[config.mk]
export PLATFORM = sky130hd
export DESIGN_NAME = sram_arbiter_flat
export DESIGN_NICKNAME = d
export VERILOG_FILES = /design/src/rtl/sram_arbiter_pkg.sv /design/src/rtl/sram_arbiter_if.sv /design/src/rtl/sram_arbiter.sv /design/src/flat_wrapper.sv
export SDC_FILE = /design/constraint.sdc
export NUM_CORES = 1
export LEC_CHECK = 0
export ABC_AREA = 0
export BUFFER_PORTS_ARGS = -buffer_cell sky130_fd_sc_hd__buf_2
export CORE_AREA = 2 2 140 142
export DETAILED_ROUTE_END_ITERATION = 8
export DIE_AREA = 0 0 142 144
export PLACE_DENSITY = 0.73
export SLEW_MARGIN = 25
export SYNTH_ARGS = -nofsm -noshare
export SYNTH_HDL_FRONTEND = slang
export SYNTH_SLANG_ARGS = --single-unit
[constraint.sdc]
create_clock -name clk -period 15.3 [get_ports clk]
set_input_delay 4.59 -clock clk [delete_from_list [all_inputs] [get_ports clk]]
set_output_delay 4.59 -clock clk [all_outputs]
set_load 0.01 [all_outputs]
[src/rtl/sram_arbiter_pkg.sv]
// Shared types and constants for the two-port SRAM controller arbiter.
package sram_arbiter_pkg;

  typedef enum logic [1:0] {
    IDLE    = 2'd0,
    BUSY    = 2'd1,
    RELEASE = 2'd2
  } arb_state_e;

  localparam int unsigned PORT_MEM    = 0;
  localparam int unsigned PORT_IF     = 1;
  localparam int unsigned SRAM_ADDR_W = 18;
  localparam int unsigned LINE_W      = 64;
  localparam int unsigned WORD_W      = 32;

  // Winner among pending ports; on a tie round-robin favours the port not granted last.
  function automatic logic arb_pick(input logic pend0, input logic pend1,
                                    input logic round_robin, input logic last_grant);
    if (pend0 && pend1) return round_robin ? ~last_grant : 1'b0;
    return pend1;
  endfunction

endpackage

[src/rtl/sram_arbiter_if.sv]
// Requester and controller signal bundle for sram_arbiter.
interface sram_arbiter_if;
  import sram_arbiter_pkg::*;

  logic                   req0_r_en, req0_w_en;
  logic [SRAM_ADDR_W-1:0] req0_addr;
  logic [WORD_W-1:0]      req0_wdata;
  logic [LINE_W-1:0]      req0_rdata;
  logic                   req0_ready, req0_stall;

  logic                   req1_r_en, req1_w_en;
  logic [SRAM_ADDR_W-1:0] req1_addr;
  logic [WORD_W-1:0]      req1_wdata;
  logic [LINE_W-1:0]      req1_rdata;
  logic                   req1_ready, req1_stall;

  logic [1:0]             bus_err;

  logic [SRAM_ADDR_W-1:0] ctrl_addr;
  logic [WORD_W-1:0]      ctrl_wdata;
  logic                   ctrl_r_en, ctrl_w_en;
  logic [LINE_W-1:0]      ctrl_rdata;
  logic                   ctrl_freeze;

  modport slave (
    input  req0_r_en, req0_w_en, req0_addr, req0_wdata,
    input  req1_r_en, req1_w_en, req1_addr, req1_wdata,
    input  ctrl_rdata, ctrl_freeze,
    output req0_rdata, req0_ready, req0_stall,
    output req1_rdata, req1_ready, req1_stall,
    output bus_err, ctrl_addr, ctrl_wdata, ctrl_r_en, ctrl_w_en
  );

  modport master (
    output req0_r_en, req0_w_en, req0_addr, req0_wdata,
    output req1_r_en, req1_w_en, req1_addr, req1_wdata,
    output ctrl_rdata, ctrl_freeze,
    input  req0_rdata, req0_ready, req0_stall,
    input  req1_rdata, req1_ready, req1_stall,
    input  bus_err, ctrl_addr, ctrl_wdata, ctrl_r_en, ctrl_w_en
  );

endinterface

[src/rtl/sram_arbiter.sv]
// Two-port arbiter in front of a single SRAM controller: grant, hold stable
// until freeze drops, return the line, then one idle cycle before the next grant.
module sram_arbiter
  import sram_arbiter_pkg::*;
#(
  parameter bit          ROUND_ROBIN = 1'b0,
  parameter int unsigned TIMEOUT     = 16,
  parameter int unsigned TW          = 5
) (
  input logic           clk,
  input logic           rst,
  sram_arbiter_if.slave bus
);

  arb_state_e             state_q, state_d;
  logic                   grant_q, grant_d;
  logic                   last_q, last_d;
  logic                   write_q, write_d;
  logic [SRAM_ADDR_W-1:0] addr_q, addr_d;
  logic [WORD_W-1:0]      wdata_q, wdata_d;
  logic [LINE_W-1:0]      rdata0_q, rdata0_d, rdata1_q, rdata1_d;
  logic [1:0]             err_q, err_d;
  logic [TW-1:0]          wd_q, wd_d;

  logic pend0, pend1, pick, busy, rel;

  assign pend0 = bus.req0_r_en | bus.req0_w_en;
  assign pend1 = bus.req1_r_en | bus.req1_w_en;
  assign pick  = arb_pick(pend0, pend1, ROUND_ROBIN, last_q);

  always_ff @(posedge clk or posedge rst) begin
    if (rst) begin
      state_q  <= IDLE;
      grant_q  <= 1'b0;
      last_q   <= 1'b1;
      write_q  <= 1'b0;
      addr_q   <= '0;
      wdata_q  <= '0;
      rdata0_q <= '0;
      rdata1_q <= '0;
      err_q    <= '0;
      wd_q     <= '0;
    end else begin
      state_q  <= state_d;
      grant_q  <= grant_d;
      last_q   <= last_d;
      write_q  <= write_d;
      addr_q   <= addr_d;
      wdata_q  <= wdata_d;
      rdata0_q <= rdata0_d;
      rdata1_q <= rdata1_d;
      err_q    <= err_d;
      wd_q     <= wd_d;
    end
  end

  always_comb begin
    state_d  = state_q;
    grant_d  = grant_q;
    last_d   = last_q;
    write_d  = write_q;
    addr_d   = addr_q;
    wdata_d  = wdata_q;
    rdata0_d = rdata0_q;
    rdata1_d = rdata1_q;
    err_d    = err_q;
    wd_d     = '0;
    unique case (state_q)
      IDLE: begin
        if (pend0 || pend1) begin
          grant_d = pick;
          last_d  = pick;
          addr_d  = pick ? bus.req1_addr  : bus.req0_addr;
          wdata_d = pick ? bus.req1_wdata : bus.req0_wdata;
          write_d = pick ? bus.req1_w_en  : bus.req0_w_en;
          state_d = BUSY;
        end
      end
      BUSY: begin
        wd_d = wd_q + TW'(1);
        if (!bus.ctrl_freeze) begin
          if (!write_q) begin
            if (grant_q) rdata1_d = bus.ctrl_rdata;
            else         rdata0_d = bus.ctrl_rdata;
          end
          state_d = RELEASE;
        end else if (wd_q == TW'(TIMEOUT - 1)) begin
          // Abort: complete the handshake so the requester unfreezes, flag it sticky.
          err_d[grant_q] = 1'b1;
          state_d        = RELEASE;
        end
      end
      RELEASE: state_d = IDLE;
      default: state_d = IDLE;
    endcase
  end

  assign busy = (state_q == BUSY);
  assign rel  = (state_q == RELEASE);

  assign bus.ctrl_addr  = busy ? addr_q  : '0;
  assign bus.ctrl_wdata = busy ? wdata_q : '0;
  assign bus.ctrl_r_en  = busy & ~write_q;
  assign bus.ctrl_w_en  = busy &  write_q;

  assign bus.req0_ready = rel & (grant_q == 1'(PORT_MEM));
  assign bus.req1_ready = rel & (grant_q == 1'(PORT_IF));
  assign bus.req0_rdata = rdata0_q;
  assign bus.req1_rdata = rdata1_q;
  assign bus.req0_stall = pend0 & ~bus.req0_ready;
  assign bus.req1_stall = pend1 & ~bus.req1_ready;
  assign bus.bus_err    = err_q;

endmodule

[src/flat_wrapper.sv]
// flat-port wrapper written by rule: the top's interface ports become plain ports
module sram_arbiter_flat import sram_arbiter_pkg::*;
#(
  parameter bit          ROUND_ROBIN = 1'b0,
  parameter int unsigned TIMEOUT     = 16,
  parameter int unsigned TW          = 5
)
  (clk, rst, bus_req0_r_en, bus_req0_w_en, bus_req0_addr, bus_req0_wdata, bus_req1_r_en, bus_req1_w_en, bus_req1_addr, bus_req1_wdata, bus_ctrl_rdata, bus_ctrl_freeze, bus_req0_rdata, bus_req0_ready, bus_req0_stall, bus_req1_rdata, bus_req1_ready, bus_req1_stall, bus_bus_err, bus_ctrl_addr, bus_ctrl_wdata, bus_ctrl_r_en, bus_ctrl_w_en);
  sram_arbiter_if bus_i ();
  input logic clk;
  input logic rst;
  input wire logic [$bits(bus_i.req0_r_en)-1:0] bus_req0_r_en;
  input wire logic [$bits(bus_i.req0_w_en)-1:0] bus_req0_w_en;
  input wire logic [$bits(bus_i.req0_addr)-1:0] bus_req0_addr;
  input wire logic [$bits(bus_i.req0_wdata)-1:0] bus_req0_wdata;
  input wire logic [$bits(bus_i.req1_r_en)-1:0] bus_req1_r_en;
  input wire logic [$bits(bus_i.req1_w_en)-1:0] bus_req1_w_en;
  input wire logic [$bits(bus_i.req1_addr)-1:0] bus_req1_addr;
  input wire logic [$bits(bus_i.req1_wdata)-1:0] bus_req1_wdata;
  input wire logic [$bits(bus_i.ctrl_rdata)-1:0] bus_ctrl_rdata;
  input wire logic [$bits(bus_i.ctrl_freeze)-1:0] bus_ctrl_freeze;
  output wire logic [$bits(bus_i.req0_rdata)-1:0] bus_req0_rdata;
  output wire logic [$bits(bus_i.req0_ready)-1:0] bus_req0_ready;
  output wire logic [$bits(bus_i.req0_stall)-1:0] bus_req0_stall;
  output wire logic [$bits(bus_i.req1_rdata)-1:0] bus_req1_rdata;
  output wire logic [$bits(bus_i.req1_ready)-1:0] bus_req1_ready;
  output wire logic [$bits(bus_i.req1_stall)-1:0] bus_req1_stall;
  output wire logic [$bits(bus_i.bus_err)-1:0] bus_bus_err;
  output wire logic [$bits(bus_i.ctrl_addr)-1:0] bus_ctrl_addr;
  output wire logic [$bits(bus_i.ctrl_wdata)-1:0] bus_ctrl_wdata;
  output wire logic [$bits(bus_i.ctrl_r_en)-1:0] bus_ctrl_r_en;
  output wire logic [$bits(bus_i.ctrl_w_en)-1:0] bus_ctrl_w_en;
  assign bus_i.req0_r_en = bus_req0_r_en;
  assign bus_i.req0_w_en = bus_req0_w_en;
  assign bus_i.req0_addr = bus_req0_addr;
  assign bus_i.req0_wdata = bus_req0_wdata;
  assign bus_i.req1_r_en = bus_req1_r_en;
  assign bus_i.req1_w_en = bus_req1_w_en;
  assign bus_i.req1_addr = bus_req1_addr;
  assign bus_i.req1_wdata = bus_req1_wdata;
  assign bus_i.ctrl_rdata = bus_ctrl_rdata;
  assign bus_i.ctrl_freeze = bus_ctrl_freeze;
  assign bus_req0_rdata = bus_i.req0_rdata;
  assign bus_req0_ready = bus_i.req0_ready;
  assign bus_req0_stall = bus_i.req0_stall;
  assign bus_req1_rdata = bus_i.req1_rdata;
  assign bus_req1_ready = bus_i.req1_ready;
  assign bus_req1_stall = bus_i.req1_stall;
  assign bus_bus_err = bus_i.bus_err;
  assign bus_ctrl_addr = bus_i.ctrl_addr;
  assign bus_ctrl_wdata = bus_i.ctrl_wdata;
  assign bus_ctrl_r_en = bus_i.ctrl_r_en;
  assign bus_ctrl_w_en = bus_i.ctrl_w_en;
  sram_arbiter #(.ROUND_ROBIN(ROUND_ROBIN), .TIMEOUT(TIMEOUT), .TW(TW)) u_core (.clk(clk), .rst(rst), .bus(bus_i));
endmodule
==> results.toml <==
[yosys]
ys_seq_elements = 189
synth_cells = 554
ys_types = 29
synth_top_cell_by_area = "dfrtp_1"
netlist_top_cells_count = "dfrtp_1, mux2_2, mux2_1"
synth_area_um2 = 7930
synth_edf_count = 0
synth.top_cell.area_share = 0.596
ys_async_sr_fraction = 1.00
synth_flop_cell = "dfrtp_1"
ys_seq_area_frac = 0.596
ys_top_cells_by_area = "dfrtp_1, mux2_2, mux2_1"
syn_avg_cell_area_um2 = 14.3
synth_most_common_cell = "dfrtp_1"
yosys_warnings = 0
syn-num-nets = 727

[global_route]
grt_max_degree = 128
antenna_found_initial = 0
grt_pass1_wl_um = 31500
grt_pass1_vias = 6087
grt.total_usage = 0.196
overflow = 0

[sta]
tns_ns = 0
slew_headroom = 0.400
timing.fmax_mhz = 99.8
finalHoldViolations = 0
min_period_over_period = 0.655
worstMarginPinSlew_ns = 0.900
finalMaxSlewViolations = 0
rsz0062_at_grt = "no"
final.setup_skew_ns = 0.0123
fin_crit_ns = 10.02
final-setup-viol-count = 0

[final_layout]
multiInputGateArea_um2 = 2950
fin_cells = 1141
final_nets = 1063
n_antenna_cell = 0
final.fill_count = 1632
regArea_um2 = 4730
fin_area_um2 = 10400
syn_to_final_growth_pct = 31.7
final_layout_size_suffix_gt1_frac = 0.519

[detailed_routing]
wl_per_cell_um = 17.8
ant_nets = 0
vias = 5912
drc = 0
dr.pass1.iters = 4
wirelength_um = 20300
viasPerCell = 5.18
drtIter0Drc = 139

[clocking]
cts_buffers = 17
tritoncts = "yes"
postCtsResizedCells = 0
htreeDepth = 4
clock_path_buffers = 2
insertion_delay_ns = 0.43
cts-root-buf = "clkbuf_16"
holdBufCountCts = 0
postCtsSetupRepairBufs = 0
clk_pin_slew_ns = 0.07
cts.sinks = 189

[worst_setup_path]
crit_fanout = 53
cp-end-kind = "primary output"
critical_path_class = "in -> out"
cp.arrival_ns = 5.43
crit_path_start_kind = "input port"
r2r-end = "u_core.bus.req0_rdata[62]"
reg2reg_slack_ns = 12.44
crit_required_ns = 10.71
critPathLaunch = "bus_req0_w_en"
r2r-start = "u_core.state_q[0]"
rr_worst_depth = 5
crit_path_end = "bus_req0_stall"

[floorplanning]
ioPinCount = 357
rows = 51
dieWidth_um = 142
dieArea_um2 = 20400
start_util = 0.416
die_h_um = 144
core_um2 = 19100

[hold_path]
hp-class = "reg -> reg"

[power]
ir_worst_vdd_uv = 86.5
intPower_mw = 1.39
power_density_nw_per_um2 = 206
p_sw_uw = 761
p_seq_frac = 0.394
total_power_mw = 2.15
clockPowerShare = 0.202
leakagePower_nw = 5.19
p_comb_frac = 0.405
switching_share = 0.353

[place]
gp_congestion = 0.771
portBuffers = 356
dp_hpwl_um = 14400
place_area_um2 = 9870
placed_cells = 1109

[run]
drv_cap = 0

[outcome]
status = "completed"
## placed cells by master, fill, tap and decap left out, types with 2 or more instances in the layout
cell / netlist / layout
mux2_1: 62 / 62
o221a_1: 50 / 50
dfrtp_1: 189 / 189
or4_1: 50 / 50
a21oi_1: 2 / 2
nor2_1: 10 / 10
nand3_1: 2 / 2
inv_1: 6 / 5
inv_8: 0 / 4
mux2_2: 66 / 66
clkinvlp_4: 0 / 2
and2_1: 51 / 51
o21bai_1: 2 / 2
nor3b_1: 2 / 2
buf_2: 10 / 356
ha_1: 2 / 2
inv_6: 0 / 3
clkbuf_16: 0 / 17
buf_4: 7 / 7
clkinv_4: 0 / 5
## power groups by stage
stage	Combinational [mW]	Clock (mW)	Sequential, mW
4_1_cts	0.889	0.444	0.849
3_3_place_gp	0.865	0	0.844
5_1_grt	0.955	0.467	0.880
2_1_floorplan	0.443	0	0.919
6_report	0.872	0.435	0.848
3_5_place_dp	0.890	0	0.853
## kinds of logic (layout without fill, tap and decap cells)
group | after synthesis | in the layout | share of synthesized area
buffers and inverters | 53 | 402 | 0.0356
AOI/OAI and AO/OA | 57 | 57 | 0.0774
DFF | 189 | 189 | 0.596
muxes | 129 | 129 | 0.183
xor gates and xnor gates | 2 | 2 | 0.00221
and+or+nand+nor | 122 | 122 | 0.103
adders and majority gates | 2 | 2 | 0.00315
## state kept, by name, summed over array words and instances, names as in the netlist
name,flops
u_core.addr_q,18
u_core.bus.bus_err,2
u_core.bus.req0_rdata,64
u_core.bus.req1_rdata,64
u_core.grant_q,1
u_core.state_q,2
u_core.wd_q,5
u_core.wdata_q,32
u_core.write_q,1
## stage by stage
step / hold WS, ns / util / setup WS, ns
floorplan: 0.432 / - / 5.57
global placement: 0.449 / 0.516 / 5.28
detailed placement: 0.455 / 0.517 / 5.29
CTS: 0.467 / 0.548 / 5.29
global route: 0.496 / 0.548 / 5.25
finish: 0.465 / 0.548 / 5.28
## area by class of cell
class,instances,share of cell area
inverter,6,0.00287
clock inverter,14,0.0143
clock buffer,18,0.0411
sequential,189,0.453
multi-input combinational,312,0.282
tap,238,0.0285
timing repair buffer,364,0.178
## critical path, cell delays in order
cell and delay [ns]:
buf_2 0.13, nor2_4 0.09, buf_4 0.38, nor2_1 0.09, buf_2 0.15
## how the worst min path moves through the flow
stage | endpoint | slack (ns) | depth (start not counted) | start
2_1_floorplan | u_core.wd_q[0] | 0.43 | 1 | u_core.wd_q[0]
3_3_place_gp | u_core.wd_q[0] | 0.45 | 1 | u_core.wd_q[0]
3_5_place_dp | u_core.wd_q[0] | 0.46 | 1 | u_core.wd_q[0]
4_1_cts | u_core.wd_q[0] | 0.47 | 1 | u_core.wd_q[0]
5_1_grt | u_core.bus.req0_rdata[45] | 0.50 | 1 | u_core.bus.req0_rdata[45]
6_report | u_core.wd_q[0] | 0.47 | 1 | u_core.wd_q[0]
## layer usage
| layer | wire [um] | part of all wire | vias to the layer above | GRT usage |
|---|---|---|---|---|
| met3 | 1570 | 0.078 | 24 | 0.0669 |
| met4 | 286 | 0.014 | 0 | 0.0547 |
| met2 | 10100 | 0.50 | 254 | 0.337 |
| met1 | 8320 | 0.41 | 2901 | 0.236 |
| li1 | - | - | 2733 | - |
| met5 | 0 | 0 | - | 0 |
No activity file was read; power rests on OpenSTA's default activity.
